**config.mk**
```make
export PLATFORM = sky130hd
export DESIGN_NAME = carpma_istek_kuyrugu
export DESIGN_NICKNAME = d
export VERILOG_FILES = /design/src/rtl/carpma_istek_kuyrugu.sv
export SDC_FILE = /design/constraint.sdc
export NUM_CORES = 1
export LEC_CHECK = 0
export CAP_MARGIN = 25
export CORE_MARGIN = 2
export CORE_UTILIZATION = 30
export CTS_BUF_LIST = sky130_fd_sc_hd__clkbuf_16
export DETAILED_ROUTE_END_ITERATION = 8
export SLEW_MARGIN = 40
export SYNTH_ARGS = -nofsm -noshare
export SYNTH_HDL_FRONTEND = slang
export SYNTH_SLANG_ARGS = --single-unit
```
**constraint.sdc**
```tcl
create_clock -name clk -period 7.2 [get_ports clk]
set_input_delay 0.72 -clock clk [delete_from_list [all_inputs] [get_ports clk]]
set_output_delay 0.72 -clock clk [all_outputs]
set_load 0.03 [all_outputs]
```
**src/rtl/carpma_istek_kuyrugu.sv**
```systemverilog
// Operand-pair request FIFO in front of the memoised multiplier: buffers {sayi1,sayi2}
// pairs and issues one pair per two-cycle ARA/HESAPLA window, holding operands stable.
module carpma_istek_kuyrugu #(
  parameter int VERI_GENISLIGI  = 32,
  parameter int DERINLIK        = 8,
  parameter int ADRES_GENISLIGI = 3,
  parameter int SAYAC_GENISLIGI = 16
) (
  input  logic                       clk,
  input  logic                       rst,
  input  logic                       giris_gecerli,
  output logic                       giris_hazir,
  input  logic [VERI_GENISLIGI-1:0]  giris_sayi1,
  input  logic [VERI_GENISLIGI-1:0]  giris_sayi2,
  output logic [VERI_GENISLIGI-1:0]  sayi1,
  output logic [VERI_GENISLIGI-1:0]  sayi2,
  output logic                       sonuc_gecerli,
  output logic [ADRES_GENISLIGI:0]   doluluk,
  output logic                       bos,
  output logic                       dolu,
  output logic [SAYAC_GENISLIGI-1:0] islem_sayaci
);

  localparam logic [ADRES_GENISLIGI-1:0] SON_ADRES = ADRES_GENISLIGI'(DERINLIK - 1);
  localparam logic [ADRES_GENISLIGI:0]   TAM_DOLU  = (ADRES_GENISLIGI + 1)'(DERINLIK);

  typedef enum logic [1:0] {BOS, ARA, HESAPLA} durum_t;

  durum_t                       r_durum, w_durum_sonraki;
  logic [2*VERI_GENISLIGI-1:0]  r_bellek [DERINLIK];
  logic [ADRES_GENISLIGI-1:0]   r_yaz, r_oku;
  logic [ADRES_GENISLIGI:0]     r_doluluk;
  logic [VERI_GENISLIGI-1:0]    r_sayi1, r_sayi2;
  logic                         r_sonuc_gecerli;
  logic [SAYAC_GENISLIGI-1:0]   r_islem_sayaci;
  logic                         w_yaz, w_oku, w_bos, w_dolu;

  // Explicit compare so any DERINLIK works, not only powers of two.
  function automatic logic [ADRES_GENISLIGI-1:0] sonraki(input logic [ADRES_GENISLIGI-1:0] p);
    return (p == SON_ADRES) ? '0 : p + ADRES_GENISLIGI'(1);
  endfunction

  assign w_bos  = (r_doluluk == '0);
  assign w_dolu = (r_doluluk == TAM_DOLU);
  assign w_yaz  = giris_gecerli && !w_dolu;

  always_comb begin
    w_durum_sonraki = r_durum;
    w_oku           = 1'b0;
    case (r_durum)
      BOS: begin
        if (!w_bos) begin
          w_durum_sonraki = ARA;
          w_oku           = 1'b1;
        end
      end
      ARA:     w_durum_sonraki = HESAPLA;
      HESAPLA: begin
        if (!w_bos) begin
          w_durum_sonraki = ARA;
          w_oku           = 1'b1;
        end else begin
          w_durum_sonraki = BOS;
        end
      end
      default: w_durum_sonraki = BOS;
    endcase
  end

  always_ff @(posedge clk or posedge rst) begin
    if (rst) begin
      r_durum         <= BOS;
      r_yaz           <= '0;
      r_oku           <= '0;
      r_doluluk       <= '0;
      r_sayi1         <= '0;
      r_sayi2         <= '0;
      r_sonuc_gecerli <= 1'b0;
      r_islem_sayaci  <= '0;
    end else begin
      r_durum         <= w_durum_sonraki;
      r_sonuc_gecerli <= (w_durum_sonraki == HESAPLA);
      if (w_yaz) r_yaz <= sonraki(r_yaz);
      if (w_oku) begin
        r_oku              <= sonraki(r_oku);
        {r_sayi1, r_sayi2} <= r_bellek[r_oku];
      end
      case ({w_yaz, w_oku})
        2'b10:   r_doluluk <= r_doluluk + 1'b1;
        2'b01:   r_doluluk <= r_doluluk - 1'b1;
        default: r_doluluk <= r_doluluk;
      endcase
      // An operation completes on the edge leaving HESAPLA.
      if (r_durum == HESAPLA) r_islem_sayaci <= r_islem_sayaci + 1'b1;
    end
  end

  // Storage carries no reset; occupancy and pointers alone define validity.
  always_ff @(posedge clk) begin
    if (w_yaz) r_bellek[r_yaz] <= {giris_sayi1, giris_sayi2};
  end

  assign giris_hazir   = !w_dolu;
  assign sayi1         = r_sayi1;
  assign sayi2         = r_sayi2;
  assign sonuc_gecerli = r_sonuc_gecerli;
  assign doluluk       = r_doluluk;
  assign bos           = w_bos;
  assign dolu          = w_dolu;
  assign islem_sayaci  = r_islem_sayaci;

endmodule

```
==> results of run 1 <==
==> through the flow <==
stage | setup WS [ns] | cell area (sq um) | total power [W] | hold slack, ns
finish | 3.91 | 27900 | 0.0116 | 0.476
floorplan | 0.919 | 23100 | 0.00735 | 0.505
detailed placement | 3.80 | 25900 | 0.00869 | 0.468
global placement | 3.47 | 25800 | 0.00858 | 0.459
global route | 3.63 | 27900 | 0.0122 | 0.499
CTS | 3.78 | 27900 | 0.0118 | 0.478
==> worst paths after layout <==
path / startpoint / to / cells past startpoint
max: doluluk[2]$_DFFE_PP0P_ / doluluk[2]$_DFFE_PP0P_ / 11
min: sayi1[14]$_DFFE_PP0P_ / sayi1[14]$_DFFE_PP0P_ / 2
max reg2reg: doluluk[2]$_DFFE_PP0P_ / doluluk[2]$_DFFE_PP0P_ / 11
min reg2reg: sayi1[14]$_DFFE_PP0P_ / sayi1[14]$_DFFE_PP0P_ / 2
max in group asynchronous: rst / r_oku[0]$_DFFE_PP0P_ / 3
min in group asynchronous: rst / islem_sayaci[13]$_DFFE_PP0P_ / 2
==> area by class of cell <==
| class | instances | area (sq um) |
|---|---|---|
| fillers | 7052 | 48100 |
| clock inverters | 50 | 472 |
| multi-input cells | 675 | 5080 |
| inverters | 4 | 18.8 |
| flip-flops and latches | 604 | 17700 |
| well taps | 1030 | 1290 |
| diodes | 1 | 2.50 |
| clock buffers | 58 | 1450 |
| repair buffers | 183 | 1890 |
==> Yosys cell counts (all sizes together) <==
library cell,count
dfrtp,92
ha,8
edfxtp,512
nand2b,5
nand2,145
nand3b,1
nor3,8
a22oi,128
a21o,2
clkbuf,26
nor4,3
nor2,6
or3,1
mux2,2
or2,1
and2,1
xnor2,12
o21ai,1
o32ai,1
a31oi,1
nor2b,7
buf,46
xor2,8
nand4,4
mux2i,256
nor4b,1
and3,3
a21oi,2
and4,1
nand3,67
inv,4
==> worst reg2reg max path, stage by stage (launching register included) <==
cell and delay, ns:
dfrtp_1 0.47, nor4_2 0.33, or2_4 0.16, buf_6 0.47
clkinv_2 0.46, ha_1 0.38, xor2_1 0.18, ha_1 0.19
a21oi_1 0.14, xor2_1 0.17, nor2_1 0.07, xor2_1 0.15
==> layer usage <==
layer / routed length, um / part of all wire / vias to the layer above / track usage
met5: 80 / 0.0015 / - / 0
met4: 1140 / 0.022 / 12 / 0.0374
met3: 3160 / 0.061 / 86 / 0.0348
met2: 24800 / 0.48 / 262 / 0.217
met1: 22500 / 0.44 / 6156 / 0.168
li1: - / - / 5576 / -
==> power by group through the flow <==
stage	combinational, W	clock, W	sequential (W)
after floorplan	0.00210	0	0.00525
after global placement	0.00366	0	0.00492
after detailed placement	0.00374	0	0.00495
after CTS	0.00375	0.00313	0.00488
after global routing	0.00406	0.00326	0.00490
final	0.00372	0.00306	0.00483
==> cell families (layout without fill, tap and decap cells) <==
family,Yosys count,count (layout),synth area share
flip-flops,604,604,0.767
multiplexers,258,258,0.112
AND/OR/NAND/NOR,254,254,0.0490
AO/OA/AOI/OAI,135,135,0.0436
buffers and inverters,76,295,0.0165
XOR/XNOR,20,20,0.00760
adder cells (fa/ha/maj),8,8,0.00434
other,0,1,0
==> sequential cells by signal, indices dropped and copies added, names as in the netlist <==
name / flops
r_bellek: 512
sayi1: 32
sayi2: 32
islem_sayaci: 16
doluluk: 4
r_oku: 3
r_yaz: 3
r_durum: 2
==> flow_summary.yaml, run 1 <==
status:
  status: "finished clean"
critical_path:
  end_kind: "flop"
  slowest_delay_ns: 0.47
  worstPathCellList: "nor4_2, or2_4, buf_6, clkinv_2, ha_1, xor2_1, ha_1, a21oi_1, xor2_1, nor2_1, xor2_1"
  cp_max_fo: 70
  arrival_ns: 3.78
  crit_family: "buffers and inverters"
  crit_buf_inv: 2
  start_kind: "flop"
  reg2reg_slack_ns: 3.91
  cp.required_ns: 7.69
  worstSetupPathType: "reg -> reg"
  critPathSlowestCell: "dfrtp_1"
  cp_common_cell: "xor2_1"
sta:
  tightest_slew_ns: 0.850
  setup_viol: 0
  slew_headroom: 0.433
  fin_skew_ns: 0.0178
  hold_viol: 0
  drv_slew: 0
  setup_tns_ns: 0
  post-route-min-period_ns: 3.29
  fmax_mhz: 304
  fin_crit_sh: 0.457
  rsz0062_at_grt: "false"
cts:
  cts_root_buf: "clkbuf_16"
  tritoncts: "built"
  clkTransAtPathRegs_ns: 0.07
  cts_resized: 0
  cts_made_buffers: 57
  cts_max_path_buffers: 3
  holdBufCountCts: 0
  cts_setup_buffers: 0
  clk_latency_ns: 0.62
  clock-sinks: 604
  htreeDepth: 2
finish:
  final_cell_mix: "edfxtp_1 (512), mux2i_1 (256), clkdlybuf4s50_1 (154), nand2_1 (145), a22oi_1 (128)"
  layout.nets: 1600
  drive_above_1_share: 0.0801
  fin_util: 0.367
  fin_cells: 2605
  areaGrowthSynthToFinish_pct: 21.0
  final_common_cell: "edfxtp_1"
power:
  switching_share: 0.338
  cellPowerDensity_mw_per_mm2: 416
  power.internal_w: 0.00768
  ir_drop_uv: 320
  pwr-share-clk: 0.263
  switchingPower_w: 0.00393
  pwr-share-seq: 0.416
  p_leak_nw: 10.0
  pwr-share-comb: 0.321
floorplanning:
  start_util: 0.304
  core_area_sq_mm: 0.0759
  die_x_um: 281
  die_h_um: 281
  fp.dieArea_sq_mm: 0.0791
  rows: 101
  io_pins: 155
synth:
  synth_area_leaders: "edfxtp_1 (67%), mux2i_1 (11%), dfrtp_1 (10%), a22oi_1 (4.2%), nand2_1 (2.4%)"
  ys_seq_area_frac: 0.767
  synth-seq-cells: 604
  ys_types: 37
  synth_top_cell_by_area: "edfxtp_1"
  synth_area_sq_mm: 0.0231
  synth_top_area_share: 0.667
  syn_inst: 1355
  syn_avg_cell_area_sq_um: 17.0
  synthesis.nets: 1430
  yosysWarnings: 0
global_route:
  grt_max_degree: 111
  track_usage: 0.131
  grt_antenna_before_repair: 7
  grt_pass1_wl_mm: 78.4
  grt_pass1_vias: 12627
  grt-ovfl-total: 0
place:
  io_buffers: 154
  globalplace.congestion: 0.761
  dp_hpwl_mm: 30.4
  place_inst: 2495
detailed_routing:
  vias_per_cell: 4.64
  drt_iter0_drc: 704
  wl_mm: 51.7
  wl_per_cell_um: 19.8
  drcViolationCount: 0
  dr.pass1.iters: 5
  vias: 12092
  detail-route-antenna-nets: 0
flow_run:
  cap_violations: 0
worst_hold_path:
  min_path_type: "reg -> reg"
No activity file was read; power rests on OpenSTA's default activity.
==> inputs of run 2 (changes only) <==
==> constraint.sdc (replaced) <==
create_clock -name clk -period 2.9 [get_ports clk]
set_input_delay 0.29 -clock clk [delete_from_list [all_inputs] [get_ports clk]]
set_output_delay 0.29 -clock clk [all_outputs]
set_load 0.03 [all_outputs]
==> run 2 against run 1 <==
Clock skew rose by 0.012 ns. Die area stayed put. Design area rose by 1.0%. Sequential share of layout area shrank 0.62 points. Register-to-register slack worse by 3.4 ns. Setup slack got worse by 3.5 ns. Total power increased to 2.5 times the previous value. Global-route usage up 0.32 points. Combinational power rose to 2.6 times the previous value. Sequential power is 150% higher.
==> flow_summary.yaml, run 2 (same netlist as run 1, synthesis figures left out) <==
cts:
  cts_resized: 0
  holdBufCountCts: 0
  htreeDepth: 2
  clock-sinks: 604
  cts_setup_buffers: 0
  tritoncts: "built"
  cts_max_path_buffers: 3
  cts_root_buf: "clkbuf_16"
  clk_latency_ns: 0.63
  cts_made_buffers: 60
  clkTransAtPathRegs_ns: 0.06
global_route:
  grt_antenna_before_repair: 8
  track_usage: 0.134
  grt_util_met2: 0.230
  grt_pass1_vias: 12378
  grt_max_degree: 70
  top_usage_layer: "met2"
  grt_pass1_wl_mm: 78.6
  globalRouteMet3Util: 0.0319
  grt-ovfl-total: 0
  grtUsageMet1: 0.170
power:
  p_leak_nw: 10.1
  ir_drop_uv: 572
  finalPower_w: 0.0292
  cellPowerDensity_mw_per_mm2: 1040
critical_path:
  end_kind: "output port"
  arrival_ns: 2.24
  cp_max_fo: 7
  worstSetupPathType: "reg -> out"
  start_kind: "flop"
  cp.required_ns: 2.61
sta:
  setup_viol: 0
  fmax_mhz: 396
  post-route-min-period_ns: 2.53
  hold_viol: 0
  rsz0062_at_grt: "false"
  tightest_slew_ns: 0.833
  drv_slew: 0
  fin_crit_sh: 0.872
  fin_skew_ns: 0.0301
  slew_headroom: 0.439
status:
  status: "finished clean"
place:
  globalplace.congestion: 0.707
  io_buffers: 154
  postPlaceCellArea_sq_mm: 0.0262
  dp_hpwl_mm: 29.1
floorplanning:
  io_pins: 155
  rows: 101
  die_x_um: 281
  start_util: 0.304
  fp.dieArea_sq_mm: 0.0791
  die_h_um: 281
  core_area_sq_mm: 0.0759
finish:
  drive_above_1_share: 0.0955
  antenna_cells: 0
  areaGrowthSynthToFinish_pct: 22.2
  largest_register_ffs: 512
  fin_util: 0.371
  final_common_cell: "edfxtp_1"
  fin_area_sq_mm: 0.0282
  final_cell_mix: "edfxtp_1 (512), mux2i_1 (256), clkdlybuf4s50_1 (154), nand2_1 (145), a22oi_1 (128)"
  largest_register: "r_bellek"
  layout.nets: 1616
detailed_routing:
  detail-route-antenna-nets: 0
  vias_per_cell: 4.61
  wl_mm: 53.3
  vias: 12095
  drt_iter0_drc: 744
  dr.pass1.iters: 5
  drcViolationCount: 0
  wl_per_cell_um: 20.3
worst_hold_path:
  min_path_type: "in -> async"
flow_run:
  cap_violations: 0
## run 2: cell types whose count changed in the layout (fill, tap and decap cells not counted), sizes merged
cell      previous run  this run
buf                 29        42
bufinv               9         6
clkbuf              58        60
clkinv              21        27
clkinvlp             0         5
diode                1         0
inv                 24        18
## run 2: final timing paths
check | slack, ns | startpoint | end | cells after the start
max | 0.37 | doluluk[2]$_DFFE_PP0P_ | dolu | 2
min | 0.08 | rst | sayi2[29]$_DFFE_PP0P_ | 2
max reg2reg | 0.48 | r_yaz[0]$_DFFE_PP0P_ | r_bellek[1][27]$_DFFE_PP_ | 3
min reg2reg | 0.47 | islem_sayaci[15]$_DFFE_PP0P_ | islem_sayaci[15]$_DFFE_PP0P_ | 1
max in group asynchronous | 2.15 | rst | sayi1[21]$_DFFE_PP0P_ | 3
min in group clk | 0.38 | giris_sayi2[16] | r_bellek[1][16]$_DFFE_PP_ | 1
## run 2: layout make-up
| class | count | area, sq um |
|---|---|---|
| flip-flops and latches | 604 | 17700 |
| well taps | 1030 | 1290 |
| clock inverters | 52 | 427 |
| clock buffers | 60 | 1500 |
| multi-input cells | 675 | 5130 |
| inverters | 4 | 18.8 |
| fillers | 6989 | 47800 |
| repair buffers | 196 | 2120 |
## run 2: report_power, final
group          leakage, nW  internal, W  switching [W]
sequential            5.77       0.0112       0.000877
combinational         3.34      0.00367        0.00591
clock                0.981      0.00430        0.00326
total                 10.1       0.0191         0.0100
## run 2: routing by layer
metal / routed length (um) / vias to the layer above
met5: 96 / -
met3: 2750 / 73
met1: 23000 / 6172
met2: 26600 / 222
met4: 808 / 16
li1: - / 5612
## run 2: worst max-delay path, stage by stage (launching register included)
cell and delay [ns]:
dfrtp_2 0.47, nor4b_4 0.37, clkdlybuf4s50_1 0.77
## run 2: through the flow
step / cells / setup TNS, ns / hold slack [ns] / setup slack (ns)
floorplan: 1355 / -72.45 / 0.389 / -0.614
CTS: 2621 / 0 / 0.0719 / 0.310
global placement: 2509 / 0 / 0.460 / 0.348
detailed placement: 2509 / 0 / 0.467 / 0.313
global route: 2621 / 0 / 0.106 / 0.248
finish: 2621 / 0 / 0.0794 / 0.373
==> inputs of run 3 (changes only) <==
--- a/config.mk
+++ b/config.mk
@@ -6,6 +6,7 @@
 export NUM_CORES = 1
 export LEC_CHECK = 0
 export CAP_MARGIN = 25
+export CORE_ASPECT_RATIO = 0.7
 export CORE_MARGIN = 2
 export CORE_UTILIZATION = 30
 export CTS_BUF_LIST = sky130_fd_sc_hd__clkbuf_16
==> constraint.sdc (replaced) <==
create_clock -name clk -period 2.9 [get_ports clk]
set_input_delay 0.29 -clock clk [delete_from_list [all_inputs] [get_ports clk]]
set_output_delay 0.29 -clock clk [all_outputs]
set_load 0.01 [all_outputs]
==> run 3 against run 2 <==
First-iteration DRC count up 26%. Sequential power about the same. Global-route usage up 0.26 points. Design area up 0.30%.
==> flow_summary.yaml, run 3 (same netlist as run 1, synthesis figures left out) <==
critical_path:
  cp.required_ns: 3.36
  arrival_ns: 2.87
  worstPathCellList: "nor4_2, or2_4, clkinv_2, ha_1, xor2_1, ha_1, a21oi_1, xor2_1, nor2_1, xor2_1"
  critPathSlowestCell: "dfrtp_2"
  critPathLaunch: "doluluk[2]$_DFFE_PP0P_"
  start_kind: "flop"
  end_kind: "flop"
  worstSetupPathType: "reg -> reg"
  cp_max_fo: 7
  cp_common_cell: "xor2_1"
  reg2reg_from: "doluluk[2]$_DFFE_PP0P_"
  slowest_delay_ns: 0.47
floorplanning:
  die_x_um: 335
  rows: 85
  core_area_sq_mm: 0.0765
  fp.dieArea_sq_mm: 0.0791
  io_pins: 155
  start_util: 0.301
  die_h_um: 236
global_route:
  grt_antenna_before_repair: 8
  grt_max_degree: 93
  track_usage: 0.136
  grt-ovfl-total: 0
  grt_pass1_wl_mm: 80.8
  grt_pass1_vias: 12413
sta:
  post-route-min-period_ns: 2.41
  whs_ns: 0.179
  rsz0062_at_grt: "false"
  slew_headroom: 0.482
  fin_skew_ns: 0.0141
  tightest_slew_ns: 0.772
  fmax_mhz: 414
  setup_viol: 0
  drv_slew: 0
  fin_crit_sh: 0.832
  hold_viol: 0
cts:
  cts_setup_buffers: 0
  cts_max_path_buffers: 3
  clk_latency_ns: 0.58
  tritoncts: "built"
  clkTransAtPathRegs_ns: 0.06
  cts_root_buf: "clkbuf_16"
  holdBufCountCts: 0
  cts_resized: 0
  htreeDepth: 3
  cts_made_buffers: 66
  clock-sinks: 604
power:
  ir_drop_uv: 612
  pwr-share-clk: 0.274
  cellPowerDensity_mw_per_mm2: 1020
  switchingPower_w: 0.00928
  pwr-share-comb: 0.308
  p_leak_nw: 10.2
  power.internal_w: 0.0195
  pwr-share-seq: 0.418
  switching_share: 0.322
place:
  globalplace.congestion: 0.722
  dp_hpwl_mm: 29.9
  io_buffers: 154
detailed_routing:
  wl_mm: 54.3
  wl_per_cell_um: 20.9
  dr.pass1.iters: 5
  drcViolationCount: 0
  vias: 12226
  vias_per_cell: 4.71
  detail-route-antenna-nets: 0
  drt_iter0_drc: 937
finish:
  drive_above_1_share: 0.0903
  fin_util: 0.370
  final_common_cell: "edfxtp_1"
  multi_input_area_sq_mm: 0.00514
  seqCellArea_sq_mm: 0.0177
  areaGrowthSynthToFinish_pct: 22.6
  largest_register: "r_bellek"
  final_cell_mix: "edfxtp_1 (512), mux2i_1 (256), clkdlybuf4s50_1 (154), nand2_1 (145), a22oi_1 (128)"
  n_fill_cell: 6967
  largest_register_ffs: 512
  layout.nets: 1617
status:
  status: "finished clean"
worst_hold_path:
  min_path_type: "in -> async"
flow_run:
  cap_violations: 0
run 3: area by class of cell:
class,count,area share
inverter,4,0.000664
clock buffer,71,0.0629
tap,1000,0.0443
sequential,604,0.626
timing repair buffer,191,0.0743
antenna,1,0.0000886
multi-input combinational,675,0.182
clock inverter,49,0.0101
run 3: routing by layer:
layer,vias up,wire (um),global-route usage
li1,5620,-,-
met1,6267,25000,0.187
met2,240,25000,0.213
met3,87,3170,0.0398
met4,12,959,0.0332
met5,-,73,0
run 3: power groups by stage:
stage / logic [W] / clock network, W / registers, W
after global routing: 0.00969 / 0.00847 / 0.0122
final: 0.00886 / 0.00789 / 0.0121
after CTS: 0.00905 / 0.00809 / 0.0121
after detailed placement: 0.00901 / 0 / 0.0122
after floorplan: 0.00526 / 0 / 0.0122
after global placement: 0.00886 / 0 / 0.0122
run 3: path summary, 6_finish.rpt:
kind	endpoint	slack (ns)	cells past startpoint
hold / removal	sayi2[17]$_DFFE_PP0P_	0.18	3
setup reg to reg	doluluk[2]$_DFFE_PP0P_	0.49	10
setup / recovery	doluluk[2]$_DFFE_PP0P_	0.49	10
hold reg to reg	sayi1[24]$_DFFE_PP0P_	0.47	2
max in group asynchronous	r_oku[0]$_DFFE_PP0P_	2.22	3
min in group clk	r_bellek[6][11]$_DFFE_PP_	0.43	1
run 3: through the flow:
step	power [W]	instances	TNS (ns)	worst slack, ns	instance area (sq um)
floorplan	0.0174	1355	-37.52	-0.523	23200
global placement	0.0210	2474	0	0.477	26200
detailed placement	0.0213	2474	0	0.486	26200
CTS	0.0292	2594	0	0.491	28300
global route	0.0304	2595	0	0.365	28300
finish	0.0288	2595	0	0.487	28300
run 3: critical path, delay by kind of cell (launching register included):
family | cells | cell delay [ns]
adders and majority gates | 2 | 0.45
buffers and inverters | 1 | 0.08
AOI/OAI and AO/OA | 1 | 0.14
xor gates and xnor gates | 3 | 0.52
and+or+nand+nor | 3 | 0.63
DFF | 1 | 0.47
